===== config.mk =====
export PLATFORM = sky130hd
export DESIGN_NAME = pc_sequencer
export DESIGN_NICKNAME = d
export VERILOG_FILES = /design/src/rtl/pc_seq_pkg.sv /design/src/rtl/pc_sequencer_fetch_timeout_counter.sv /design/src/rtl/pc_sequencer.sv
export SDC_FILE = /design/constraint.sdc
export NUM_CORES = 1
export LEC_CHECK = 0
export ABC_AREA = 1
export ABC_CLOCK_PERIOD_IN_PS = 3450
export BUFFER_PORTS_ARGS = -buffer_cell sky130_fd_sc_hd__buf_4
export CORE_MARGIN = 8
export CORE_UTILIZATION = 44
export DETAILED_ROUTE_END_ITERATION = 10
export PLACE_DENSITY = 0.82
export SLEW_MARGIN = 40
export SYNTH_ARGS = -nofsm -noshare
export SYNTH_HDL_FRONTEND = slang
export SYNTH_SLANG_ARGS = --single-unit
export TNS_END_PERCENT = 10

===== constraint.sdc =====
create_clock -name clock -period 3.45 [get_ports clock]
set_input_delay 0.69 -clock clock [delete_from_list [all_inputs] [get_ports clock]]
set_output_delay 0.69 -clock clock [all_outputs]
set_load 0.05 [all_outputs]

===== src/rtl/pc_seq_pkg.sv =====
// +--------------------------------------------------------------------+
// | pc_seq_pkg : shared state encoding and constants for pc_sequencer   |
// | Rev 1.0                                                             |
// +--------------------------------------------------------------------+
`default_nettype none

package pc_seq_pkg;

  localparam int STATE_W = 3;
  localparam int CNT_W   = 8;

  typedef logic [STATE_W-1:0] pc_seq_state_t;

  localparam pc_seq_state_t ST_BOOT     = 3'd0;
  localparam pc_seq_state_t ST_FETCH    = 3'd1;
  localparam pc_seq_state_t ST_ADVANCE  = 3'd2;
  localparam pc_seq_state_t ST_HOLD     = 3'd3;
  localparam pc_seq_state_t ST_REDIRECT = 3'd4;
  localparam pc_seq_state_t ST_HALTED   = 3'd5;

  localparam logic [31:0] DEFAULT_TRAP_VECTOR = 32'h0000_0010;

  // program_counter.sel encodings
  localparam logic PC_SEL_INC  = 1'b0;
  localparam logic PC_SEL_LOAD = 1'b1;

endpackage

`default_nettype wire


===== src/rtl/pc_sequencer_fetch_timeout_counter.sv =====
// +--------------------------------------------------------------------+
// | fetch_timeout_counter : counts non-ready fetch cycles, pulses       |
// | expire on the TIMEOUT-th one. Rev 1.0                               |
// +--------------------------------------------------------------------+
`default_nettype none

module fetch_timeout_counter
  import pc_seq_pkg::*;
#(
  parameter int TIMEOUT = 16
) (
  input  logic clock,
  input  logic reset,
  input  logic clear,
  input  logic incr,
  output logic expire
);

  localparam logic [CNT_W-1:0] c_last = CNT_W'(TIMEOUT - 1);

  logic [CNT_W-1:0] r_count;

  always_ff @(posedge clock or posedge reset) begin
    if (reset) begin
      r_count <= '0;
    end else if (clear) begin
      r_count <= '0;
    end else if (incr) begin
      r_count <= r_count + 1'b1;
    end
  end

  // Counts prior misses, so the current miss is the TIMEOUT-th when count is TIMEOUT-1
  assign expire = incr && (r_count == c_last);

endmodule

`default_nettype wire


===== src/rtl/pc_sequencer.sv =====
// +--------------------------------------------------------------------+
// | pc_sequencer : fetch-side PC controller. Optional trap support is   |
// | enabled by defining PC_SEQ_TRAP_EN. Rev 1.0                         |
// +--------------------------------------------------------------------+
`default_nettype none

module pc_sequencer
  import pc_seq_pkg::*;
#(
  parameter int TIMEOUT = 16
`ifdef PC_SEQ_TRAP_EN
  , parameter logic [31:0] TRAP_VECTOR = DEFAULT_TRAP_VECTOR
`endif
) (
  input  logic        clock,
  input  logic        reset,
  input  logic [31:0] pc,
  output logic        imem_req,
  input  logic        imem_ready,
  input  logic        stall,
  input  logic        branch_taken,
  input  logic [31:0] branch_target,
  input  logic        halt,
`ifdef PC_SEQ_TRAP_EN
  input  logic        trap_req,
  output logic [31:0] trap_epc,
`endif
  output logic        pc_enable,
  output logic        pc_sel,
  output logic [31:0] pc_data,
  output logic        fetch_valid,
  output logic        fetch_fault
);

  pc_seq_state_t r_state;
  pc_seq_state_t w_next;
  logic [31:0]   r_redirect;
  logic [31:0]   w_redirect_val;
  logic          w_load;
  logic          w_expire;
  logic          w_kill;

  fetch_timeout_counter #(
    .TIMEOUT (TIMEOUT)
  ) u_timeout (
    .clock  (clock),
    .reset  (reset),
    .clear  (r_state != ST_FETCH),
    .incr   ((r_state == ST_FETCH) && !imem_ready),
    .expire (w_expire)
  );

`ifdef PC_SEQ_TRAP_EN
  logic        w_trap;
  logic [31:0] r_epc;

  assign w_trap   = trap_req || w_expire;
  assign w_kill   = branch_taken || halt || trap_req;
  assign trap_epc = r_epc;
`else
  logic w_unused_pc;

  // pc is only consumed by the trap logic
  assign w_unused_pc = ^pc;
  assign w_kill      = branch_taken || halt;
`endif

  always_ff @(posedge clock or posedge reset) begin
    if (reset) begin
      r_state    <= ST_BOOT;
      r_redirect <= '0;
    end else begin
      r_state <= w_next;
      if (w_load) begin
        r_redirect <= w_redirect_val;
      end
    end
  end

`ifdef PC_SEQ_TRAP_EN
  always_ff @(posedge clock or posedge reset) begin
    if (reset) begin
      r_epc <= '0;
    end else if (!halt && w_trap &&
                 ((r_state == ST_FETCH) || (r_state == ST_HOLD) || (r_state == ST_ADVANCE))) begin
      r_epc <= pc;
    end
  end
`endif

  always_comb begin
    w_next         = r_state;
    w_load         = 1'b0;
    w_redirect_val = r_redirect;
    case (r_state)
      ST_BOOT:     w_next = ST_FETCH;
      ST_REDIRECT: w_next = ST_FETCH;
      ST_HALTED:   w_next = ST_HALTED;
      ST_FETCH, ST_HOLD, ST_ADVANCE: begin
        if (halt) begin
          w_next = ST_HALTED;
`ifdef PC_SEQ_TRAP_EN
        end else if (w_trap) begin
          w_next         = ST_REDIRECT;
          w_load         = 1'b1;
          w_redirect_val = TRAP_VECTOR;
`else
        end else if (w_expire) begin
          w_next = ST_HALTED;
`endif
        end else if (branch_taken) begin
          w_next         = ST_REDIRECT;
          w_load         = 1'b1;
          w_redirect_val = branch_target;
        end else if (r_state == ST_FETCH) begin
          if (imem_ready) begin
            w_next = stall ? ST_HOLD : ST_ADVANCE;
          end
        end else if (r_state == ST_HOLD) begin
          if (!stall) begin
            w_next = ST_ADVANCE;
          end
        end else begin
          w_next = ST_FETCH;
        end
      end
      default:     w_next = ST_BOOT;
    endcase
  end

  always_comb begin
    imem_req    = 1'b0;
    pc_enable   = 1'b0;
    pc_sel      = PC_SEL_INC;
    pc_data     = '0;
    fetch_valid = 1'b0;
    case (r_state)
      ST_FETCH:    imem_req = 1'b1;
      ST_ADVANCE: begin
        pc_enable   = 1'b1;
        fetch_valid = !w_kill;
      end
      ST_REDIRECT: begin
        pc_enable = 1'b1;
        pc_sel    = PC_SEL_LOAD;
        pc_data   = r_redirect;
      end
      default: ;
    endcase
  end

  // Ready in the same cycle suppresses incr, so no fault can be raised then
  assign fetch_fault = w_expire;

endmodule

`default_nettype wire


# == Yosys cells after proc, flatten, opt, wreduce, memory -nomap -nowiden ==
# Cells that the tools add are included.
# totals
wordCells,47
out_inout_bits,37
inputBits,70
reg_bits,43
# classes
reduce_logical,12
mux,20
eq_ne,9
bitwise,2
n_addsub,1
# ops
cell,count
2-to-1 mux 32 bit,1
2-to-1 mux 3 bit,7
2-to-1 mux 8 bit,2
2-to-1 mux 1 bit,9
one-hot mux 3 bit (3 select lines),1
adder 8 x 1 -> 8 bit (second input constant),1
equality test 8 x 4 -> 1 bit (second input constant),1
!= test 7 bit (second input constant),1
equality test 3 x 2 -> 1 bit (second input constant),2
equality test 3 bit (second input constant),2
!= test 6 bit (second input constant),1
AND reduction 5 bit,1
OR reduction 2 bit,2
equality test 3 x 1 -> 1 bit (second input constant),1
logical NOT 3 bit,1
!= test 3 x 1 -> 1 bit (second input constant),1
OR reduction 3 bit,1
logical AND 1 bit,2
logical NOT 1 bit,2
inverter 1 bit,2
AND reduction 2 bit,1
nonzero test 2 bit,1
logical OR 1 bit,1

# == Longest topological paths before layout ==
# logic_depth
depth_word,7
mapped_depth,8
ltp_nobuf,8

# == Modules after synthesis ==
# Synthesis repeated with hierarchy kept, for this count alone.
# unflattened
hier_cells,309
area_unflattened_um2,2402.3
# by_module_without_submodules
mod,seq_area_each_um2,cells_each,area_per_inst_um2,instances
pc_sequencer,875.8,249,1951.9,1
fetch_timeout_counter,200.2,60,450.4,1

# == Worst setup path before layout ==
# Ideal clock, no wire load.
# synth_path
path_kind,reg-to-output
from,register r_state[1]
to,output port pc_data[22]
setup_slack_ns,0.111
n_path_buf,1
arrival_time_ns,2.649
required_ns,2.760
stages_incl_launch_ff,5
path_cell_list,dfrtp_1 > nor3_1 > inv_2 > buf_2 > nor2_1
# synth_via
elab_chain_len,2
# synth_lines
item,line,source
start: declaration,pc_sequencer.sv:35,pc_seq_state_t r_state;
start signal: assignment,pc_sequencer.sv:73,r_state <= w_next;
equality test 3 bit,pc_sequencer.sv:137,case (r_state)
2-to-1 mux 32 bit,pc_sequencer.sv:137,
end: declaration,pc_sequencer.sv:30,"output logic [31:0] pc_data,"
# Every way passes these cells.

# == Worst setup path in the final report ==
# layout_path
from,register r_state[2]
to,output port pc_data[14]
# Same word-level chain as after synthesis.

==> results by stage <==
Status:
- The run finished with clean final reports.

Synth:
- The library cell with the largest summed area after synthesis is sky130_fd_sc_hd__dfrtp_1.
- Dividing the synthesized area by the synthesized cell count gives 8.13 µm².
- The summed instance area of the synthesized netlist is 2400 µm².
- The proportion of netlist area held by the largest area contributor is 0.449.
- The number of register bits inferred by synthesis is 43.
- When the netlist entered floorplanning its net count stood at 366.
- During synthesis, Yosys emitted a total of 0 warnings.
- The number of distinct library cells after synthesis is 25.
- The share of synthesized area occupied by flip-flops and latches is 0.449.
- The cell count after synthesis came out at 295.
- Sorting the synthesized cells by area gives the leading types as sky130_fd_sc_hd__dfrtp_1, sky130_fd_sc_hd__inv_1, sky130_fd_sc_hd__o21ai_2.

Floorplan:
- The die boundary height is approximately 90 µm.
- The core outline area is 5370 µm².
- For this configuration, the core starts out at a cell density of 0.447.
- The cell row count is 27.
- The area of the die is 8070 µm².
- The number of primary I/O pins is 107.
- The die is 89.8 µm wide.

Clocking:
- The number of buffers added to fix hold violations after cts is 0.
- The H-tree was split into 2 levels.
- After clock tree synthesis, the repair step resized 0 gates.
- The clock drives 43 sinks.
- The clock input transition at the sequential cells of the worst setup and hold paths is 0.08 ns.
- The buffer cell driving the clock tree root is sky130_fd_sc_hd__clkbuf_8.
- Clock latency on the worst-skew pair, taken at its later pin, is just under 0.3 ns.
- The number of clock buffers added by TritonCTS is 5.
- The buffer depth of the longest clock path is 2.
- The count of buffers added by post-CTS timing repair for setup is 0.
- TritonCTS built the clock tree.

Final layout:
- The finished layout holds 440 standard cells, fillers aside.
- The layout has 480 filler cells.
- The storage element area is approximately 1100 µm².
- The post-synthesis to final-layout area growth is 28.1%.
- The net count of the finished layout is around 440.
- Summing all non-filler instances in the final layout gives an area of 3070 µm².
- In the final layout, the multi-input gates occupy 932 µm².
- The number of antenna diodes in the final layout is 0.
- The proportion of layout cells with a drive suffix above 1 is 0.410.

Placement:
- Summed over all nets, the half-perimeter wirelength after detailed placement is 3820 µm.
- Counting tap cells, the placed design contains a total of roughly 430 instances.
- Routability-driven placement finished with a final weighted congestion of 0.816.
- The quantity of I/O buffers inserted on ports is 74.
- In this run the cell area measured after placement is between 2000 and 3000 µm².

Routing:
- After the first detailed-routing iteration, the DRC count stood at 64.
- The number of iterations in the first detailed-routing pass is 4.
- The wire length per cell after detailed routing is 11.5 µm.
- For this block, the routed nets add up to a little over 5000 µm of wire.
- The via density per instance is roughly 4.4.
- The number of routed nets with antenna violations is 0.
- The routed layout has a little under 2,000 vias.
- In the routed design, unresolved DRC markers number 0.

Power:
- After layout, the design draws a total of around 0.93 mW.
- The worst voltage drop across the vdd grid is between 150 and 200 µV.
- In this run the static leakage power is between 1.5 and 2 nW.
- Dividing total power by cell area gives a power density of a little over 300 nW/µm².

Setup path:
- The critical path goes through clkinv_1, nor3_1, inv_2, nor2_1, buf_4.
- The biggest fanout along the worst timing path is 33.
- The critical path data required time is roughly 2.8 ns.
- The critical path is of the flip-flop to primary output type.
- The type of element capturing the critical path is a primary output.
- The combined buffer and inverter count along the critical path is 3.
- The slowest stage of the critical path belongs to the cell sky130_fd_sc_hd__dfrtp_1.
- The worst path arrival time is 1.79 ns.
- The kind of cell with the highest combined delay on the critical path is buffers and inverters.
- The delay of the slowest cell on the worst path is 0.33 ns.
- The startpoint type of the worst setup path is a flip-flop.

Global routing:
- Entering global routing, the biggest net connects 44 pins.
- The residual overflow from global routing is 0.
- The initial antenna violation count came to 0.
- Across every metal layer, demand over resource in global routing totals 0.129.
- The first global-routing pass estimated roughly 8800 µm of wire.
- The via count of the first global-routing pass is approximately 2,000.

Timing:
- The count of pins over their slew limit is 0.
- The highest clock rate is slightly above 0.4 GHz.
- For the pin with the worst max-slew slack, the measured transition is 0.552 ns.
- The count of final setup violators is 0.
- Clock skew on the completed layout was measured at 0.00761 ns.
- The count of endpoints failing hold in the final timing report came to 0.
- Across all hold checks on the routed design, the worst slack comes to between 0.4 and 0.5 ns.
- The post-route setup TNS is 0 ns.
- Setup repair after global routing left no endpoint under its margin.
- For the finished layout, the period the worst path requires is 2.48 ns.
- The worst pin sits at a relative slew slack of 0.631.
- The ratio of final minimum period to clock period is 0.719.

Worst hold path:
- In this run the worst hold path is classified as primary input to async pin.

Flow run:
- Across the run, the number of max-cap violations was 0.
==> cell usage after synthesis, drive strengths merged <==
cell type   n
inv        81
nand2      52
nor2       47
dfrtp      43
o21ai      38
nand3      10
buf         9
a21oi       4
nor3        4
a22o        1
clkinv      1
ha          1
nand4       1
nor4        1
o21bai      1
o31ai       1
==> per-layer routing <==
layer	vias to the layer above	wire length, µm	global-route usage
li1	1011	-	-
met1	872	2150	0.140
met2	59	2470	0.223
met3	4	394	0.0549
met4	0	31	0.0339
met5	-	0	0
==> flip-flops by register name, summed over array words and instances (netlist names) <==
register           cells
r_state                3
r_redirect            32
u_timeout.r_count      8
==> report_power, final <==
group	internal [mW]	leakage (nW)	switching, mW	total, mW
Combinational	0.0443	1.01	0.0412	0.0855
Clock	0.157	0.0470	0.162	0.320
Sequential	0.518	0.574	0.00951	0.527
Total	0.719	1.63	0.213	0.933
==> logic make-up (layout without fill, tap and decap cells) <==
group	count (synthesis)	in the layout	share of synthesized area
AO/OA/AOI/OAI	45	45	0.148
adder cells (fa/ha/maj)	1	1	0.00522
buffers and inverters	91	164	0.163
flip-flops	43	43	0.449
AND/OR/NAND/NOR	115	115	0.235
==> path summary, 6_finish.rpt <==
| path | from | endpoint | slack [ns] | depth (start not counted) |
|---|---|---|---|---|
| worst max-delay path | r_state[2] | pc_data[14] | 0.97 | 5 |
| worst min-delay path | reset | r_redirect[12] | 0.45 | 2 |
| worst max register to register | u_timeout.r_count[0] | r_redirect[14] | 1.62 | 8 |
| worst min register to register | r_redirect[12] | r_redirect[12] | 0.49 | 2 |
| max in group asynchronous | reset | r_redirect[31] | 2.64 | 2 |
| min in group clock | r_redirect[12] | r_redirect[12] | 0.49 | 2 |
==> area by class of cell <==
cell class,instances,share of cell area
clock buffers,6,0.0269
clock inverters,1,0.00163
inverters,82,0.101
multi-input cells,161,0.303
flip-flops and latches,43,0.350
well taps,72,0.0293
repair buffers,75,0.187
==> through the flow <==
step / utilization / worst slack (ns)
floorplan: - / 0.111
global placement: 0.555 / 1.15
detailed placement: 0.556 / 1.13
CTS: 0.572 / 0.889
global route: 0.572 / 0.665
finish: 0.572 / 0.970
==> placed cells by master (no fill, tap or decap) <==
cell	synthesis	layout
sky130_fd_sc_hd__a21oi_1	4	4
sky130_fd_sc_hd__nand2_1	23	23
sky130_fd_sc_hd__buf_4	0	74
sky130_fd_sc_hd__nor2_1	45	45
sky130_fd_sc_hd__nor3_1	4	4
sky130_fd_sc_hd__nand2_2	28	28
sky130_fd_sc_hd__o21ai_0	5	5
sky130_fd_sc_hd__clkbuf_8	0	6
sky130_fd_sc_hd__nand4_1	1	1
sky130_fd_sc_hd__nand3_4	1	1
sky130_fd_sc_hd__dfrtp_1	43	43
sky130_fd_sc_hd__inv_1	79	78
sky130_fd_sc_hd__nor2_4	2	2
sky130_fd_sc_hd__o21ai_1	1	1
sky130_fd_sc_hd__inv_2	2	2
sky130_fd_sc_hd__a22o_2	1	1
sky130_fd_sc_hd__nand3_2	1	1
sky130_fd_sc_hd__clkinv_1	1	1
sky130_fd_sc_hd__o21bai_1	1	1
sky130_fd_sc_hd__ha_1	1	1
sky130_fd_sc_hd__o21ai_2	32	32
sky130_fd_sc_hd__inv_4	0	1
sky130_fd_sc_hd__clkinv_2	0	1
sky130_fd_sc_hd__o31ai_1	1	1
sky130_fd_sc_hd__nand2_4	1	1
sky130_fd_sc_hd__nand3_1	8	8
sky130_fd_sc_hd__nor4_1	1	1
sky130_fd_sc_hd__buf_12	0	1
(Power assumes the default switching activity.)
